--- src/rtl/fft_frame_scheduler.sv ---
`default_nettype none
// ---------------------------------------------------------------------------
// fft_frame_scheduler : ping-pong frame banking and FFT stream/drain sequencing
// Revision 1.0
// ---------------------------------------------------------------------------
module fft_frame_scheduler #(
  parameter int FRAME_LEN = 512,
  parameter int ADDR_W    = 9,
  parameter int OVR_W     = 8
) (
  input  logic              clk,
  input  logic              reset_n,
  input  logic              enable,
  input  logic              sample_valid,
  output logic              wr_en,
  output logic              wr_bank,
  output logic [ADDR_W-1:0] wr_addr,
  output logic              rd_en,
  output logic              rd_bank,
  output logic [ADDR_W-2:0] rd_addr,
  output logic              fft_next,
  input  logic              fft_next_out,
  output logic              out_valid,
  output logic [ADDR_W-2:0] out_index,
  output logic              frame_done,
  output logic              busy,
  output logic [OVR_W-1:0]  overrun
);

  typedef enum logic [1:0] {
    S_IDLE     = 2'd0,
    S_STREAM   = 2'd1,
    S_WAIT_OUT = 2'd2,
    S_DRAIN    = 2'd3
  } state_t;

  localparam logic [ADDR_W-1:0] LAST_ADDR = '1;
  localparam logic [ADDR_W-2:0] LAST_PAIR = '1;
  localparam logic [ADDR_W-2:0] PAIR_ONE  = {{(ADDR_W-2){1'b0}}, 1'b1};

  state_t            state, state_nxt;
  logic [ADDR_W-2:0] cnt, cnt_nxt;
  logic [1:0]        full;
  logic              wr_bank_q;
  logic [ADDR_W-1:0] wr_addr_q;
  logic [OVR_W-1:0]  overrun_q;
  logic              done_q;
  logic              done_set;
  logic              release_set;
  logic              rel_pending;
  logic              rel_bank;
  logic              rd_bank_q;
  logic              do_write;
  logic              do_drop;

  assign do_write = sample_valid && !full[wr_bank_q];
  assign do_drop  = sample_valid &&  full[wr_bank_q];

  // Gated by reset_n so no write strobe escapes while the block is held in reset.
  assign wr_en      = do_write && reset_n;
  assign wr_bank    = wr_bank_q;
  assign wr_addr    = wr_addr_q;
  assign rd_bank    = rd_bank_q;
  assign overrun    = overrun_q;
  assign frame_done = done_q;
  assign busy       = (state != S_IDLE);

  always_comb begin
    state_nxt   = state;
    cnt_nxt     = cnt;
    fft_next    = 1'b0;
    rd_en       = 1'b0;
    rd_addr     = '0;
    out_valid   = 1'b0;
    out_index   = '0;
    done_set    = 1'b0;
    release_set = 1'b0;
    case (state)
      S_IDLE: begin
        if (enable && full[rd_bank_q]) begin
          fft_next  = 1'b1;
          rd_en     = 1'b1;
          cnt_nxt   = PAIR_ONE;
          state_nxt = S_STREAM;
        end
      end
      S_STREAM: begin
        rd_en   = 1'b1;
        rd_addr = cnt;
        cnt_nxt = cnt + 1'b1;
        if (cnt == LAST_PAIR) begin
          release_set = 1'b1;
          cnt_nxt     = '0;
          state_nxt   = S_WAIT_OUT;
        end
      end
      S_WAIT_OUT: begin
        if (fft_next_out) begin
          cnt_nxt   = '0;
          state_nxt = S_DRAIN;
        end
      end
      S_DRAIN: begin
        out_valid = 1'b1;
        out_index = cnt;
        cnt_nxt   = cnt + 1'b1;
        if (cnt == LAST_PAIR) begin
          done_set  = 1'b1;
          cnt_nxt   = '0;
          state_nxt = S_IDLE;
        end
      end
      default: state_nxt = S_IDLE;
    endcase
  end

  always_ff @(posedge clk or negedge reset_n) begin
    if (!reset_n) begin
      state       <= S_IDLE;
      cnt         <= '0;
      done_q      <= 1'b0;
      rd_bank_q   <= 1'b0;
      rel_pending <= 1'b0;
      rel_bank    <= 1'b0;
    end else begin
      state       <= state_nxt;
      cnt         <= cnt_nxt;
      done_q      <= done_set;
      rel_pending <= release_set;
      if (release_set) begin
        rel_bank  <= rd_bank_q;
        rd_bank_q <= ~rd_bank_q;
      end
    end
  end

  // The release takes effect one cycle late, so a strobe coinciding with it is still dropped.
  always_ff @(posedge clk or negedge reset_n) begin
    if (!reset_n) begin
      full      <= 2'b00;
      wr_bank_q <= 1'b0;
      wr_addr_q <= '0;
      overrun_q <= '0;
    end else begin
      if (do_write) begin
        if (wr_addr_q == LAST_ADDR) begin
          full[wr_bank_q] <= 1'b1;
          wr_addr_q       <= '0;
          wr_bank_q       <= ~wr_bank_q;
        end else begin
          wr_addr_q <= wr_addr_q + 1'b1;
        end
      end
      if (rel_pending) begin
        full[rel_bank] <= 1'b0;
      end
      if (do_drop && (overrun_q != {OVR_W{1'b1}})) begin
        overrun_q <= overrun_q + 1'b1;
      end
    end
  end

endmodule
`default_nettype wire

--- config.mk ---
export PLATFORM = sky130hd
export DESIGN_NAME = fft_frame_scheduler
export DESIGN_NICKNAME = d
export VERILOG_FILES = /design/src/rtl/fft_frame_scheduler.sv
export SDC_FILE = /design/constraint.sdc
export NUM_CORES = 1
export LEC_CHECK = 0
export CAP_MARGIN = 20
export CORE_AREA = 10 10 77 79
export CTS_CLUSTER_DIAMETER = 100
export DETAILED_ROUTE_END_ITERATION = 8
export DIE_AREA = 0 0 87 89
export MAX_ROUTING_LAYER = met4
export PLACE_DENSITY_LB_ADDON = 0.2
export SLEW_MARGIN = 20
export SYNTH_ARGS = -nofsm -noshare
export SYNTH_HDL_FRONTEND = slang
export SYNTH_SLANG_ARGS = --single-unit
--- constraint.sdc ---
create_clock -name clk -period 2 [get_ports clk]
set_input_delay 0.2 -clock clk [delete_from_list [all_inputs] [get_ports clk]]
set_output_delay 0.2 -clock clk [all_outputs]
set_load 0.1 [all_outputs]
* After elaboration in Yosys (flattened, before gate mapping)
Index checks and enable logic that the tools add are counted.
Cells by class: reductions and logical operators 14, equal/unequal tests 10, add/sub/neg operators 3, bitwise logic cells 5, mux-type cells 30, order comparisons 5
Operators with widths (count):
- 8-bit 2-to-1 mux | 5
- 8-bit one-hot mux with 3 select lines | 1
- 8-bit by 1-bit adder with 8-bit output (second input constant) | 2
- 2-bit 2-to-1 mux | 7
- 1-bit 2-to-1 mux | 12
- 9-bit by 1-bit adder with 9-bit output (second input constant) | 1
- 9-bit equality test (second input constant) | 1
- 9-bit 2-to-1 mux | 1
- 8-bit equality test (second input constant) | 1
- 2-bit inequality test (second input constant) | 4
- 8-bit inequality test (second input constant) | 1
- 2-bit one-hot mux with 4 select lines | 1
- 1-bit logical AND | 7
- 1-bit by 2-bit < comparator with 1-bit output (second input constant) | 3
- 2-bit equality test (second input constant) | 2
- 2-bit AND reduction | 2
- 4-bit AND reduction | 1
- 2-bit AND | 1
- 1-bit demux with 1-bit select | 2
- 2-bit by 1-bit equality test with 1-bit output (second input constant) | 1
- 1-bit >= comparator (second input constant) | 2
- 2-bit logical NOT | 1
- 1-bit inverter | 2
- 2-bit inverter | 1
- other kinds (5) | 5
Storage, ports and cells: output and inout bits 41, bits of input ports 5, logic and storage cells 77, register bits after elaboration 34

* Depth between registers and ports, before layout
word-level depth 9, depth in mapped cells 9, depth with buffers taken out 8

* Least setup slack after synthesis
OpenSTA, ideal clock, no wires.
path type register -> output, from reg state[0], to out rd_en, data required time 1800 ps, buffers on the path 0, stages on the path, launching flop included 6, arrival time 4143 ps, slack -2343 ps, cell sequence dfrtp_1 inv_1 ha_1 inv_1 nor3_1 or2_2
Between the ends: cells in the longest elaborated chain, start to end 2, elaborated cells between the ends (all ways) 3, those cells by class eq/ne: 1; mux: 1; reduce/logical: 1
Ends and longest elaborated chain:
- start, declared | line 41 | state_t state, state_nxt;
- start signal, assigned | line 126 | state <= state_nxt;
- 2-bit by 1-bit equality test with 1-bit output or 2-bit logical NOT (tied branches) | line 78 | case (state)
- 1-bit one-hot mux with 2 select lines (*) | line 78
- end, declared | line 18 | output logic rd_en,
Mark *: on every way between the ends. The rest lies on a longest branch, timed or not.

* Final worst setup path
from reg state[0], to reg cnt[7]
Between the ends: cells in the longest elaborated chain, start to end 3, elaborated cells between the ends (all ways) 9, those cells by class eq/ne: 5; mux: 1; reduce/logical: 3
Ends and longest elaborated chain:
- 2-bit equality test, or another cell as far along | line 78
- 2-bit OR reduction (no line) or 2-bit inequality test (tied branches)
- 8-bit one-hot mux with 3 select lines or 2-bit AND reduction (tied branches)
- end signal, assigned | line 127 | cnt <= cnt_nxt;
- end, declared | line 42 | logic [ADDR_W-2:0] cnt, cnt_nxt;
Several ways; a longest one is shown, not always the timed one. A chain may end at the register's enable or synchronous reset.

==> results.md <==
- Final hold viol count: 0
- Clock Skew: 0.00814 ns
- Die width: around 87 um
- Drt via density: roughly 5.3
- Initial Utilization: 42.0%
- CTS buffer count: 5
- CTS tree: yes
- Rows: 25
- Mapped Cells: 195
- Post-synthesis sequential area ratio: 44.7%
- Clock Latency Late Sink: about 0.28 ns
- Pin count of the biggest net entering global routing: 35
- Vias: approximately 1600
- Most frequent cells in the layout: 27 x buf_4, 21 x dfrtp_1, 21 x buf_12, 18 x and2_1, 13 x o21ai_0
- Arrival time at the worst endpoint: about 2.1 ns
- Post-synthesis xor/xnor area fraction: under 10%
- Grt ovf: 0
- Synth Area in Compound Gates: between 10% and 20%
- H-tree depth: 2
- Most common cell after layout, fill and taps aside: buf_4
- Share of the synthesized area in the top cell type: 44.7%
- Drt wl/cell: approximately 15 um
- Drt total wl: ~4.4 mm
- Fmax: 528 MHz
- Final WS setup: 0.107 ns
- Post-synth EDFFs: 0
- Final HPWL DP: approximately 3.3 mm
- Die area: 7740 um2
- Synthesized cell area: between 1500 and 2000 um2
- Post-Synth Adder-Cell Area: 5.26%
- CP Launch Type: flop
- Leakage: between 1 and 1.5 nW
- Share of cells above drive strength 1: between 30% and 40%
- Design area: between 2000 and 3000 um2
- CP endpoint kind: flop
- Slew Limit Fails: 0
- Worst min-delay path class: in -> async
- Placed cell area: approximately 2700 um2
- Vias in the first global route: approximately 1600
- Internal reg-to-reg setup slack: around 0.11 ns
- Initial DRC Count: 64
- Mux cell area share after synthesis: between 5 and 6%
- Worst Tran Pin Value: approximately 0.45 ns
- DRT Pass-1 Iters: 4
- GRT Util Overall: between 10% and 20%
- Core area: 4540 um2
- Initial antenna violation count: 0
- Status: completed
- Post-synth top area cell: dfrtp_1
- Main area contributors after synthesis: dfrtp_1 45%, and2_1 5.9%, ha_1 5.3%
- Setup Crit Path Kind: reg -> reg
- RR Endpoint: cnt[7]$_DFFE_PN0P_
- Global-route wire length before repair: roughly 7.5 mm
- IO buf count: 45
- YS warnings: 0
- Slowest cell on crit path: or3_4
- Post-route ant nets: 0
- Routability congestion estimate from global placement: around 0.8
- Ys async rst share: 100%
- Post-synth net total: 208
- Post-synth cell types: 37
- CTS Buffer Depth: 2
- Minimum clock period: roughly 1.9 ns
- I/O pin cnt: 46
- Avg Inst Size Synth: ~9.8 um2
- Final Cycle Share: between 90% and 100%
- Main combinational cell family by area after synthesis: simple AND/OR/NAND/NOR gates
- RSZ-0062 raised after global routing: yes
- Max_slew headroom: slightly below 70%
- FF-to-FF path depth: 6
- Final setup violation count: 0
- Clock root cell: clkbuf_8
- Setup_tns: 0 ns
- Pre-CTS setup slack: 0.0593 ns
- Clock Pin Slew Worst Setup and Hold Paths: roughly 0.080 ns
- Primary FF master, synth: dfrtp_1
- Die Ht: a little under 90 um
- Peak supply drop: 0.000407 V
- Register bit total from synthesis: 34
- Fin Hold WS: about 0.36 ns
- Simple-gate portion of the synthesized area: roughly 23%
- Max cap viols: 0
- CP cell instances: inv_2 > ha_1 > nor2b_4 > or3_4 > or4_1 > a21oi_1
- DRC Markers: 0
- Layout Nets: 260
- Clock sinks: 34
- N_diodes: 0
- Syn-to-layout area delta: 46.5%
- Hold bufs inserted after CTS: 0
- Max incr delay on CP: 0.41 ns
- # fillers: 383
- Pwr Density: between 700 and 800 nW/um2
- RR Startpoint: state[0]$_DFFE_PN0P_
- Largest fanout on the critical path: 10
- Critical path data required time: about 2.2 ns
[how the worst max path moves through the flow]
stage	startpoint	end	slack, ns
2_1_floorplan	state[1]$_DFFE_PN0P_	rd_en	-0.74
3_3_place_gp	wr_addr[0]$_DFFE_PN0N_	wr_addr[5]$_DFFE_PN0N_	0.12
3_5_place_dp	wr_addr[0]$_DFFE_PN0N_	wr_addr[5]$_DFFE_PN0N_	0.06
4_1_cts	state[1]$_DFFE_PN0P_	rd_en	0.04
5_1_grt	wr_addr[0]$_DFFE_PN0N_	wr_addr[5]$_DFFE_PN0N_	-0.02
6_report	state[0]$_DFFE_PN0P_	cnt[7]$_DFFE_PN0P_	0.11
[registers in the layout (all words and copies together), names as in the netlist, 2 cells and up]
register	count
state	2
overrun	8
full	2
wr_addr	9
cnt	8
[cell families after synthesis]
logic type | after synthesis
buf+inv | 19
simple gates | 76
xor+xnor | 9
mux | 9
flops | 34
compound gates | 40
fa+ha+maj | 8
[synth_stat cells, types with 3 or more instances]
cell type  instances
a21oi_1            9
a31oi_1            4
and2_1            18
and3_1             5
clkbuf_1           5
dfrtp_1           34
ha_1               8
inv_1             12
mux2_2             5
mux2i_1            4
nand2_1           10
nand3_1            7
nand4_1            7
nor2_1            10
nor3_1             7
o21ai_0           14
o31ai_1            7
or4_1              3
xnor2_1            4
xor2_1             5
[area by class of cell]
class,count,area [um2],area share (%)
clock inverters,3,40.0,1.44
repair buffers,52,663,23.8
clock buffers,5,68.8,2.47
inverters,12,51.3,1.84
well taps,54,67.6,2.42
multi-input cells,142,1020,36.8
flip-flops and latches,34,872,31.3
[metal layers]
layer / vias up / GRT usage, % / part of all wire (%) / wire length (um)
met2: 34 / 19.0 / 47 / 2100
met4: 0 / 3.98 / 0.52 / 23
met1: 766 / 14.3 / 44 / 1970
met5: - / - / 0 / 0
li1: 802 / - / - / -
met3: 2 / 5.01 / 7.7 / 341
[power breakdown]
part | total, W | switching [W] | internal (W)
Clock | 0.000621 | 0.000254 | 0.000367
Sequential | 0.000812 | 0.0000635 | 0.000749
Combinational | 0.000556 | 0.000444 | 0.000113
[per-stage QoR]
step / util, % / power, W / std cells
CTS: 61.1 / 0.00202 / 300
floorplan: - / 0.00125 / 195
global route: 61.5 / 0.00208 / 302
global placement: 58.6 / 0.00139 / 292
detailed placement: 58.6 / 0.00139 / 292
finish: 61.5 / 0.00199 / 302
[repair_timing]
| action | CTS | global route |
|---|---|---|
| resized for setup | 1 | 1 |
| pin swaps | 0 | 1 |
| endpoints found under the setup margin | 1 | 11 |
| endpoints found under the hold margin | 0 | 0 |
| buffers inserted | 0 | 2 |
[worst max-delay path, delay by kind of cell, from the launching register on]
kind | cells | cell delay (ns)
and+or+nand+nor | 3 | 0.98
DFF | 1 | 0.39
adders and majority gates | 1 | 0.23
AOI/OAI and AO/OA | 1 | 0.15
buffers and inverters | 1 | 0.07
Power figures use the tool's default switching activity.
